### config.mk
export PLATFORM = sky130hd
export DESIGN_NAME = md_sequencer
export DESIGN_NICKNAME = d
export VERILOG_FILES = /design/src/rtl/md_sequencer.sv
export SDC_FILE = /design/constraint.sdc
export NUM_CORES = 1
export LEC_CHECK = 0
export BUFFER_PORTS_ARGS = -buffer_cell sky130_fd_sc_hd__buf_2
export CORE_MARGIN = 2
export CORE_UTILIZATION = 60
export CTS_BUF_LIST = sky130_fd_sc_hd__clkbuf_16
export DETAILED_ROUTE_END_ITERATION = 10
export GPL_ROUTABILITY_DRIVEN = 0
export PLACE_DENSITY = 0.8
export SYNTH_ARGS = -nofsm -noshare
export SYNTH_HDL_FRONTEND = slang
export SYNTH_SLANG_ARGS = --single-unit
### constraint.sdc
create_clock -name clk -period 4.1 [get_ports clk]
set_input_delay 0.82 -clock clk [delete_from_list [all_inputs] [get_ports clk]]
set_output_delay 0.82 -clock clk [all_outputs]
set_load 0.1 [all_outputs]
### src/rtl/md_sequencer.sv
// Iterative multiply/divide unit owning the architectural HI/LO registers.
// One shift-add or restoring shift-subtract step per cycle, then a sign fix-up.
//
// state | meaning
// IDLE  | waiting for start; MTHI/MTLO write HI/LO directly
// MUL   | 32 shift-add steps on operand magnitudes
// DIV   | 32 restoring shift-subtract steps on operand magnitudes
// FIX   | sign correction, HI/LO write, done pulse
module md_sequencer (
    input  logic        clk,
    input  logic        rst_n,
    input  logic        start,
    input  logic [2:0]  md_func,
    input  logic        md_sign,
    input  logic [31:0] src_a,
    input  logic [31:0] src_b,
    input  logic        flush,
    output logic [31:0] hi_out,
    output logic [31:0] lo_out,
    output logic        busy,
    output logic        done
);

    localparam logic [2:0] FUNC_MULT = 3'b001;
    localparam logic [2:0] FUNC_DIV  = 3'b010;
    localparam logic [2:0] FUNC_MTHI = 3'b011;
    localparam logic [2:0] FUNC_MTLO = 3'b100;

    typedef enum logic [1:0] {IDLE, MUL, DIV, FIX} state_t;

    state_t      state, state_nxt;
    logic [4:0]  cnt;
    logic [31:0] mag_a, mag_b;
    logic        sign_a, sign_b;
    logic        op_div;
    logic [31:0] work_hi, work_lo;

    logic        launch;
    logic        move_to;
    logic        neg_a, neg_b;
    logic [31:0] abs_a, abs_b;

    logic [32:0] mul_sum;
    logic [63:0] mul_next;
    logic [32:0] div_shift, div_diff;
    logic        div_ge;
    logic [63:0] div_next;

    logic [63:0] prod, prod_fix;
    logic [31:0] raw_a;
    logic [31:0] fix_hi, fix_lo;

    assign launch  = start && !flush && (md_func == FUNC_MULT || md_func == FUNC_DIV);
    assign move_to = start && !flush && (md_func == FUNC_MTHI || md_func == FUNC_MTLO);

    assign neg_a = md_sign && src_a[31];
    assign neg_b = md_sign && src_b[31];
    assign abs_a = neg_a ? (32'd0 - src_a) : src_a;
    assign abs_b = neg_b ? (32'd0 - src_b) : src_b;

    // Product accumulates in work_hi while the multiplier shifts out of work_lo.
    assign mul_sum  = {1'b0, work_hi} + (work_lo[0] ? {1'b0, mag_a} : 33'd0);
    assign mul_next = {mul_sum, work_lo[31:1]};

    // Remainder in work_hi, dividend shifts out of / quotient shifts into work_lo.
    assign div_shift = {work_hi, work_lo[31]};
    assign div_diff  = div_shift - {1'b0, mag_b};
    assign div_ge    = !div_diff[32];
    assign div_next  = {div_ge ? div_diff[31:0] : div_shift[31:0], work_lo[30:0], div_ge};

    assign prod     = {work_hi, work_lo};
    assign prod_fix = (sign_a ^ sign_b) ? (64'd0 - prod) : prod;
    // Latched src_a rebuilt from magnitude; 32'h80000000 maps back onto itself.
    assign raw_a    = sign_a ? (32'd0 - mag_a) : mag_a;

    always_comb begin
        fix_hi = prod_fix[63:32];
        fix_lo = prod_fix[31:0];
        if (op_div) begin
            if (mag_b == 32'd0) begin
                fix_hi = raw_a;
                fix_lo = 32'hFFFF_FFFF;
            end else begin
                fix_hi = sign_a ? (32'd0 - work_hi) : work_hi;
                fix_lo = (sign_a ^ sign_b) ? (32'd0 - work_lo) : work_lo;
            end
        end
    end

    always_ff @(posedge clk or negedge rst_n) begin
        if (!rst_n) state <= IDLE;
        else        state <= state_nxt;
    end

    always_comb begin
        state_nxt = state;
        case (state)
            IDLE: if (launch) state_nxt = (md_func == FUNC_DIV) ? DIV : MUL;
            MUL, DIV: begin
                if (flush)             state_nxt = IDLE;
                else if (cnt == 5'd31) state_nxt = FIX;
            end
            FIX: state_nxt = IDLE;
            default: state_nxt = IDLE;
        endcase
    end

    always_ff @(posedge clk or negedge rst_n) begin
        if (!rst_n) begin
            cnt     <= 5'd0;
            mag_a   <= 32'd0;
            mag_b   <= 32'd0;
            sign_a  <= 1'b0;
            sign_b  <= 1'b0;
            op_div  <= 1'b0;
            work_hi <= 32'd0;
            work_lo <= 32'd0;
            hi_out  <= 32'd0;
            lo_out  <= 32'd0;
            done    <= 1'b0;
        end else begin
            done <= 1'b0;
            case (state)
                IDLE: begin
                    if (launch) begin
                        mag_a   <= abs_a;
                        mag_b   <= abs_b;
                        sign_a  <= neg_a;
                        sign_b  <= neg_b;
                        op_div  <= (md_func == FUNC_DIV);
                        cnt     <= 5'd0;
                        work_hi <= 32'd0;
                        work_lo <= (md_func == FUNC_DIV) ? abs_a : abs_b;
                    end else if (move_to) begin
                        if (md_func == FUNC_MTHI) hi_out <= src_a;
                        else                      lo_out <= src_a;
                    end
                end
                MUL: begin
                    if (!flush) begin
                        {work_hi, work_lo} <= mul_next;
                        cnt <= cnt + 5'd1;
                    end
                end
                DIV: begin
                    if (!flush) begin
                        {work_hi, work_lo} <= div_next;
                        cnt <= cnt + 5'd1;
                    end
                end
                FIX: begin
                    if (!flush) begin
                        hi_out <= fix_hi;
                        lo_out <= fix_lo;
                        done   <= 1'b1;
                    end
                end
                default: ;
            endcase
        end
    end

    assign busy = (state != IDLE);

endmodule

## Word-level counts from Yosys, hierarchy flattened

Index checks and enable logic that the tools add are counted.

- Register bits after elaboration: 203
- Input bits: 72
- Output and inout bits: 66
- Logic and storage cells: 103

- Add/sub/neg operators: 9
- Equal/unequal tests: 18
- Mux-type cells: 41
- Bitwise gates (word level): 1
- Reduce and logical (&&, ||, !) cells: 22

Operator list:

| cell | number |
|---|---|
| $mux W32 | 26 |
| $pmux W32 S3 | 2 |
| $sub A1 B32 Y32 const A | 5 |
| $pmux W32 S2 | 2 |
| $mux W64 | 1 |
| $sub A1 B64 Y64 const A | 1 |
| $add A32 B32 Y33 | 1 |
| $sub A33 B32 Y33 | 1 |
| $logic_not A32 Y1 | 1 |
| $ne A2 B2 Y1 const B | 9 |
| $mux W5 | 2 |
| $pmux W5 S2 | 1 |
| $reduce_and A5 Y1 | 2 |
| $mux W2 | 4 |
| $eq A3 B2 Y1 const B | 2 |
| $pmux W2 S3 | 1 |
| $reduce_bool A2 Y1 | 3 |
| $add A5 B1 Y5 const B | 1 |
| $eq A5 B5 Y1 const B | 1 |
| $logic_and A1 B1 Y1 | 5 |
| $eq A2 B2 Y1 const B | 2 |
| $reduce_and A2 Y1 | 2 |
| $reduce_and A4 Y1 | 1 |
| $eq A3 B1 Y1 const B | 1 |
| 11 further kinds | 14 |

## Logic depth before layout (Yosys ltp)

Gate-level depths: netlist of the first run.

- Depth after elaboration: 6
- Depth in mapped cells: 15
- Depth with buffers taken out: 14

## Least setup slack after synthesis of the first run

OpenSTA, ideal clock, no wires.

- Path type: reg2reg
- From: reg mag_b[5]
- To: reg work_hi[10]
- Setup time: 0.127 ns
- Arrival time: 3.385 ns
- Data required time: 3.973 ns
- Slack: 0.588 ns
- Cell stages (with the launch flop): 14
- Buffers on the path: 1
- Period minus slack after synthesis: 3.512 ns
- Cell sequence: dfrtp_1 -> inv_1 -> ha_1 -> a21o_1 -> a211oi_1 -> a21boi_1 -> or3_1 -> a21oi_1 -> mux2_2 -> nor3_1 -> buf_2 -> mux2_2 -> a221oi_1 -> nor2_1

- Cells in the longest elaborated chain, start to end: 4

Ends and longest elaborated chain:

| element | line | text |
|---|---|---|
| start, declared | 33 | `logic [31:0] mag_a, mag_b;` |
| start signal, assigned | 127 | `mag_b <= abs_b;` |
| $sub A33 B32 Y33 | 67 | `assign div_diff = div_shift - {1'b0, mag_b};` |
| $mux W32 | 69 | `assign div_next = {div_ge ? div_diff[31:0] : div_shift[31:0], work_lo[30:0], div_ge};` |
| $mux W32 | 146 | `if (!flush) begin` |
| $pmux W32 S3 | 123 | `case (state)` |
| end signal, assigned | 141 | `{work_hi, work_lo} <= mul_next;` |
| end signal, assigned | 147 | `{work_hi, work_lo} <= div_next;` |
| end, declared | 36 | `logic [31:0] work_hi, work_lo;` |

No other way between the ends. The select of a mux whose other input is x is not followed.
A chain may end at the register's enable or synchronous reset.

## Worst setup path in the final report of the first run

- From: reg mag_b[5]
- To: reg work_hi[8]

Same word-level chain as after synthesis.

==> results of run 1 <==
[worst min-delay path by stage]
stage / end / start / cells after the start
after global routing: work_hi[26]$_DFFE_PN0P_ / rst_n / 1
after detailed placement: lo_out[25]$_DFFE_PN0P_ / lo_out[25]$_DFFE_PN0P_ / 2
after floorplan: mag_b[14]$_DFFE_PN0P_ / mag_b[14]$_DFFE_PN0P_ / 2
final: work_hi[26]$_DFFE_PN0P_ / rst_n / 1
after CTS: work_hi[26]$_DFFE_PN0P_ / rst_n / 1
after global placement: hi_out[15]$_DFFE_PN0P_ / hi_out[15]$_DFFE_PN0P_ / 2
[metal layers]
metal  GRT usage [%]  vias up  wire length, um
met5               0        -               46
met1            50.1     8712            22700
met3            9.43      317             7040
met4            23.7        6             4470
li1                -     8289                -
met2            61.5     1170            27200
[worst max-delay path: stages (launching register included)]
cell,delay [ns]
dfrtp_1,0.37
inv_1,0.05
ha_1,0.36
a21o_1,0.23
a211oi_1,0.29
a21boi_1,0.16
or3_1,0.42
a21oi_1,0.22
mux2_2,0.38
nor3_2,0.28
buf_12,0.23
mux2_2,0.35
a221oi_1,0.29
nor2_1,0.08
[registers in the layout, indices dropped and copies added, names as in the netlist]
name	flops
cnt	5
done	1
hi_out	32
lo_out	32
mag_a	32
mag_b	32
op_div	1
sign_a	1
sign_b	1
state	2
work_hi	32
work_lo	32
[report_power, final]
part	total, mW	internal, mW	leakage (nW)	switching (mW)
Sequential	4.20	2.91	2.56	1.29
Combinational	12.4	4.00	5.71	8.43
Clock	2.20	1.26	0.388	0.935
[cell families (layout without fill, tap and decap cells)]
family                   Yosys count  after routing
buffers and inverters            217            308
AND/OR/NAND/NOR                  724            724
XOR/XNOR                         223            223
multiplexers                      46             46
flip-flops                       203            203
AO/OA/AOI/OAI                    775            775
adder cells (fa/ha/maj)           79             79
[through the flow]
step                      hold WS [ns]  utilization [%]
after global routing             0.440             67.3
after global placement           0.459             64.5
after floorplan                  0.472                -
final                            0.369             67.3
after CTS                        0.428             67.3
after detailed placement         0.465             64.5
[cells in the final DEF (no fill, tap or decap), types with 24 or more instances in the layout]
cell type	synthesis	layout
mux2i_1	31	31
a21o_1	25	25
buf_2	4	136
xor2_1	99	98
a22oi_1	45	45
nand3_1	34	33
clkbuf_16	0	24
xnor2_1	124	123
ha_1	77	76
inv_1	69	71
nor2_1	173	171
o21ai_0	314	314
and3_1	26	26
dfrtp_1	203	202
and2_1	37	37
nand2_1	270	270
nor4_1	29	29
buf_4	2	55
nor3_1	45	44
a21oi_1	202	202
[cell type report]
class                           instances  area (sq um)  share of cell area (%)
Sequential cell                       203          5080                    26.4
Timing Repair Buffer                  195          1170                    6.06
Clock buffer                           24           601                    3.12
Clock inverter                         19           196                    1.02
Multi-Input combinational cell       1847         11500                    59.6
Tap cell                              384           480                    2.49
Inverter                               70           263                    1.36
==> impl_metrics.ini, run 1 <==
[logic_synthesis]
synthCells = 2267
synth_edf_count = 0
netlist_top_cells_count = o21ai_0 (314), nand2_1 (270), dfrtp_1 (203), a21oi_1 (202), nor2_1 (173)
synth.distinct_cells = 77
yosys.area.top_type = dfrtp_1
synth_xor_area_share_pct = 11.3
syn_area_per_cell_sq_um = 7.65
synthMuxAreaShare_pct = 2.83
ys_ff_latch = 203
synth-async-reset-ratio_pct = 100
synth_fa_ha_area_share_pct = 5.78
synth.most_common_cell = o21ai_0
synth-simple-area-share_pct = 19.6
syn-num-nets = 2418
yosysWarnings = 0
synth_compound_gate_area_share_pct = 26.4
synth_top_family_by_area = compound AO/OA/AOI/OAI gates
netlist_area_sq_um = 17400
seq_area_frac_synth_pct = 29.3
synth_area_leaders = dfrtp_1 (29%), o21ai_0 (9.1%), xnor2_1 (6.3%), nand2_1 (5.8%), a21oi_1 (5.8%)
synth_flop_cell = dfrtp_1
yosys.area.top_type_share_pct = 29.3

[power_and_ir_drop]
finalPower_mw = 18.8
p_leak_nw = 8.66
power.density_nw_per_um2 = 977
ir_worst_vdd_v = 0.00103

[setup_path]
cp.arrival_ns = 4.29
crit_end = work_hi[8]$_DFFE_PN0P_
cp-end-kind = flop
reg2reg_to = work_hi[8]$_DFFE_PN0P_
cp_max_fo = 33
path_class = reg2reg
r2r_cells = 13
setup.worst_path.start = mag_b[5]$_DFFE_PN0P_
start_kind = flop
worstPathRequired_ns = 4.51
reg2reg_from = mag_b[5]$_DFFE_PN0P_
worst-r2r-setup-slack_ns = 0.22

[clocking]
path_clk_slew_ns = 0.07
holdBufCountCts = 0
cts_buffers = 24
insertion_delay_ns = 0.56
cts_resized = 0
clk_path_buf_depth = 3
cts_root_buf = clkbuf_16
clock-sinks = 203
htreeDepth = 1
cts_tree = done
post-cts-setup-buffers = 0

[timing]
drv_slew = 0
rsz0062_at_grt = false
finalCriticalPeriod_ns = 3.88
finalHoldViolCount = 0
setup_viol = 0
finClkSkew_ns = 0.0312
fmax_ghz = 0.258
setup_ws_ns = 0.219
tightest_slew_ns = 1.01
period_share_pct = 94.7
relSlewSlack_pct = 32.9
fin_setup_tns_ns = 0

[global_routing]
grt_usage_pct = 39.5
overflow = 0
antenna_found_initial = 6
grt_pass1_wl_um = 94500
grt_pass1_vias = 17300
grt_max_degree = 104

[placed_design]
place_area_sq_um = 18500
place_inst = 2699
dp_hpwl_um = 47000
port_buffers = 137
preCtsSetupSlack_ns = 0.315

[floorplanning]
dieArea_sq_um = 30300
die_h_um = 174
core_sq_um = 28600
num_rows = 62
initial_utilization_pct = 60.6
ioPinCount = 138
die_width_um = 174

[route]
via_count = 18500
avgViaCountPerCell = 6.74
wl_per_cell_um = 22.4
first_pass_iters = 9
route.detailed.drc = 0
drt_wl_total_um = 61400
drtIter0Drc = 2381
ant_nets = 0

[finish]
fillers = 2445
layout.nets = 2492
final_area_sq_um = 19300
fin_cells = 2742
drive_gt1_share_pct = 11.6
antenna-diode-count = 0
syn2layout_area_growth_pct = 11.1

[status]
outcome = finished, final reports clean

[flow_run]
cap_viol_max_count = 0

[worst_hold_path]
hold_path.class = in2async
(Power assumes the default switching activity.)
==> run 2, diff against run 1 <==
--- a/config.mk
+++ b/config.mk
@@ -7,11 +7,11 @@
 export LEC_CHECK = 0
 export BUFFER_PORTS_ARGS = -buffer_cell sky130_fd_sc_hd__buf_2
 export CORE_MARGIN = 2
-export CORE_UTILIZATION = 60
+export CORE_UTILIZATION = 50
 export CTS_BUF_LIST = sky130_fd_sc_hd__clkbuf_16
 export DETAILED_ROUTE_END_ITERATION = 10
 export GPL_ROUTABILITY_DRIVEN = 0
-export PLACE_DENSITY = 0.8
+export PLACE_DENSITY = 0.68
 export SYNTH_ARGS = -nofsm -noshare
 export SYNTH_HDL_FRONTEND = slang
 export SYNTH_SLANG_ARGS = --single-unit
==> run 2 against run 1 <==
Effect of this change: via count shrank 2.3%; clock-buffer cell count shrank 1; first-iteration DRC count shrank 10%; largest power group unchanged; highest routed layer unchanged.
==> impl_metrics.ini, run 2 (synthesis gave the netlist of run 1 again) <==
[power_and_ir_drop]
ir_worst_vdd_v = 0.00106
power_frac_comb_pct = 66.4
sw_frac_of_total_pct = 56.7
seq_power_share_pct = 22.4
power.share.clock_pct = 11.2
power.density_nw_per_um2 = 969
p_leak_nw = 8.70
p_switching_mw = 10.7
p_int_mw = 8.12

[global_routing]
antenna_found_initial = 1
grt_pass1_wl_um = 97600
grt_max_degree = 89
overflow = 0
grt_pass1_vias = 16900
use_met3_pct = 7.20
met2_usage_pct = 54.4
use_met1_pct = 46.7
grt_usage_pct = 34.8
grt.busiest_layer = met2

[floorplanning]
dieArea_sq_um = 36200
num_rows = 68
die_width_um = 190
initial_utilization_pct = 50.5
die_h_um = 190
ioPinCount = 138
core_sq_um = 34400

[timing]
rsz0062_at_grt = false
finalHoldViolCount = 0
holdWs_ns = 0.344
period_share_pct = 93.7
relSlewSlack_pct = 29.5
setup_viol = 0
fmax_ghz = 0.260
drv_slew = 0
fin_setup_tns_ns = 0
tightest_slew_ns = 1.06
finalCriticalPeriod_ns = 3.84
finClkSkew_ns = 0.0229

[flow_run]
cap_viol_max_count = 0

[route]
avgViaCountPerCell = 6.40
wl_per_cell_um = 22.7
first_pass_iters = 7
drt_wl_total_um = 64000
route.detailed.drc = 0
drtIter0Drc = 2131
ant_nets = 0
via_count = 18100

[setup_path]
critPathMaxStageDelay_ns = 0.46
worstPathRequired_ns = 4.53
path_delay_family = simple AND/OR/NAND/NOR gates
cp_max_fo = 28
crit_slowest_cell = dfrtp_1
crit_path_frequent_cell = mux2_2
crit_buf_inv = 2
path_class = reg2reg
crit_path_cell_trace = inv_1 > ha_1 > fa_1 > nand2b_1 > a21o_1 > a21boi_1 > or3_1 > a21oi_1 > mux2_2 > nor3_2 > buf_12 > mux2_2 > a221oi_1 > nor2_1
cp.arrival_ns = 4.27
cp-end-kind = flop
start_kind = flop

[clocking]
cts_resized = 0
post-cts-setup-buffers = 0
holdBufCountCts = 0
cts_tree = done
insertion_delay_ns = 0.56
htreeDepth = 1
clock-sinks = 203
cts_root_buf = clkbuf_16
path_clk_slew_ns = 0.06
clk_path_buf_depth = 3
cts_buffers = 23

[placed_design]
dp_hpwl_um = 49300
place_area_sq_um = 18600
port_buffers = 137
place_inst = 2779

[finish]
drive_gt1_share_pct = 11.9
layout.nets = 2500
utilization_pct = 56.4
final_common_cell = o21ai_0
layout_common_cells = o21ai_0 (314), nand2_1 (270), a21oi_1 (202), dfrtp_1 (202), nor2_1 (171)
final_area_sq_um = 19400
syn2layout_area_growth_pct = 11.7
fin_cells = 2822

[status]
outcome = finished, final reports clean

[worst_hold_path]
hold_path.class = in2async
[run 2: power groups by stage]
stage	Combinational, mW	Clock (mW)	Sequential [mW]
after floorplan	7.48	0	5.68
after global placement	12.0	0	4.14
after detailed placement	12.1	0	4.18
after CTS	12.2	2.12	4.15
after global routing	13.5	2.20	4.30
final	12.5	2.11	4.20
[run 2: final cells by class]
type / instances / area, sq um
fill: 3257 / 15000
multi-input combinational: 1847 / 11500
sequential: 203 / 5080
timing repair buffer: 204 / 1230
clock buffer: 23 / 576
tap: 455 / 569
inverter: 70 / 263
clock inverter: 17 / 164
antenna: 3 / 7.51
[run 2: layer usage]
layer	share of wire, %	vias to the layer above	wire [um]
met5	0.019	-	12
met4	4.8	2	3070
li1	-	8285	-
met2	45	994	28600
met1	41	8592	25900
met3	9.8	200	6280
[run 2: final timing paths]
path	start	end	slack, ns	cells past startpoint
hold / removal	rst_n	work_hi[30]$_DFFE_PN0P_	0.34	1
setup / recovery	work_lo[31]$_DFFE_PN0P_	work_hi[8]$_DFFE_PN0P_	0.26	14
hold reg to reg	hi_out[14]$_DFFE_PN0P_	hi_out[14]$_DFFE_PN0P_	0.48	2
max in group asynchronous	rst_n	work_lo[7]$_DFFE_PN0P_	2.74	3
setup reg to reg	work_lo[31]$_DFFE_PN0P_	work_hi[8]$_DFFE_PN0P_	0.26	14
min in group clk	hi_out[14]$_DFFE_PN0P_	hi_out[14]$_DFFE_PN0P_	0.48	2
[run 2: metrics by stage]
stage | worst slack [ns] | power (mW)
finish | 0.258 | 18.8
global route | 0.0359 | 20.0
CTS | 0.321 | 18.5
detailed placement | 0.293 | 16.3
global placement | 0.361 | 16.1
floorplan | 0.588 | 13.2
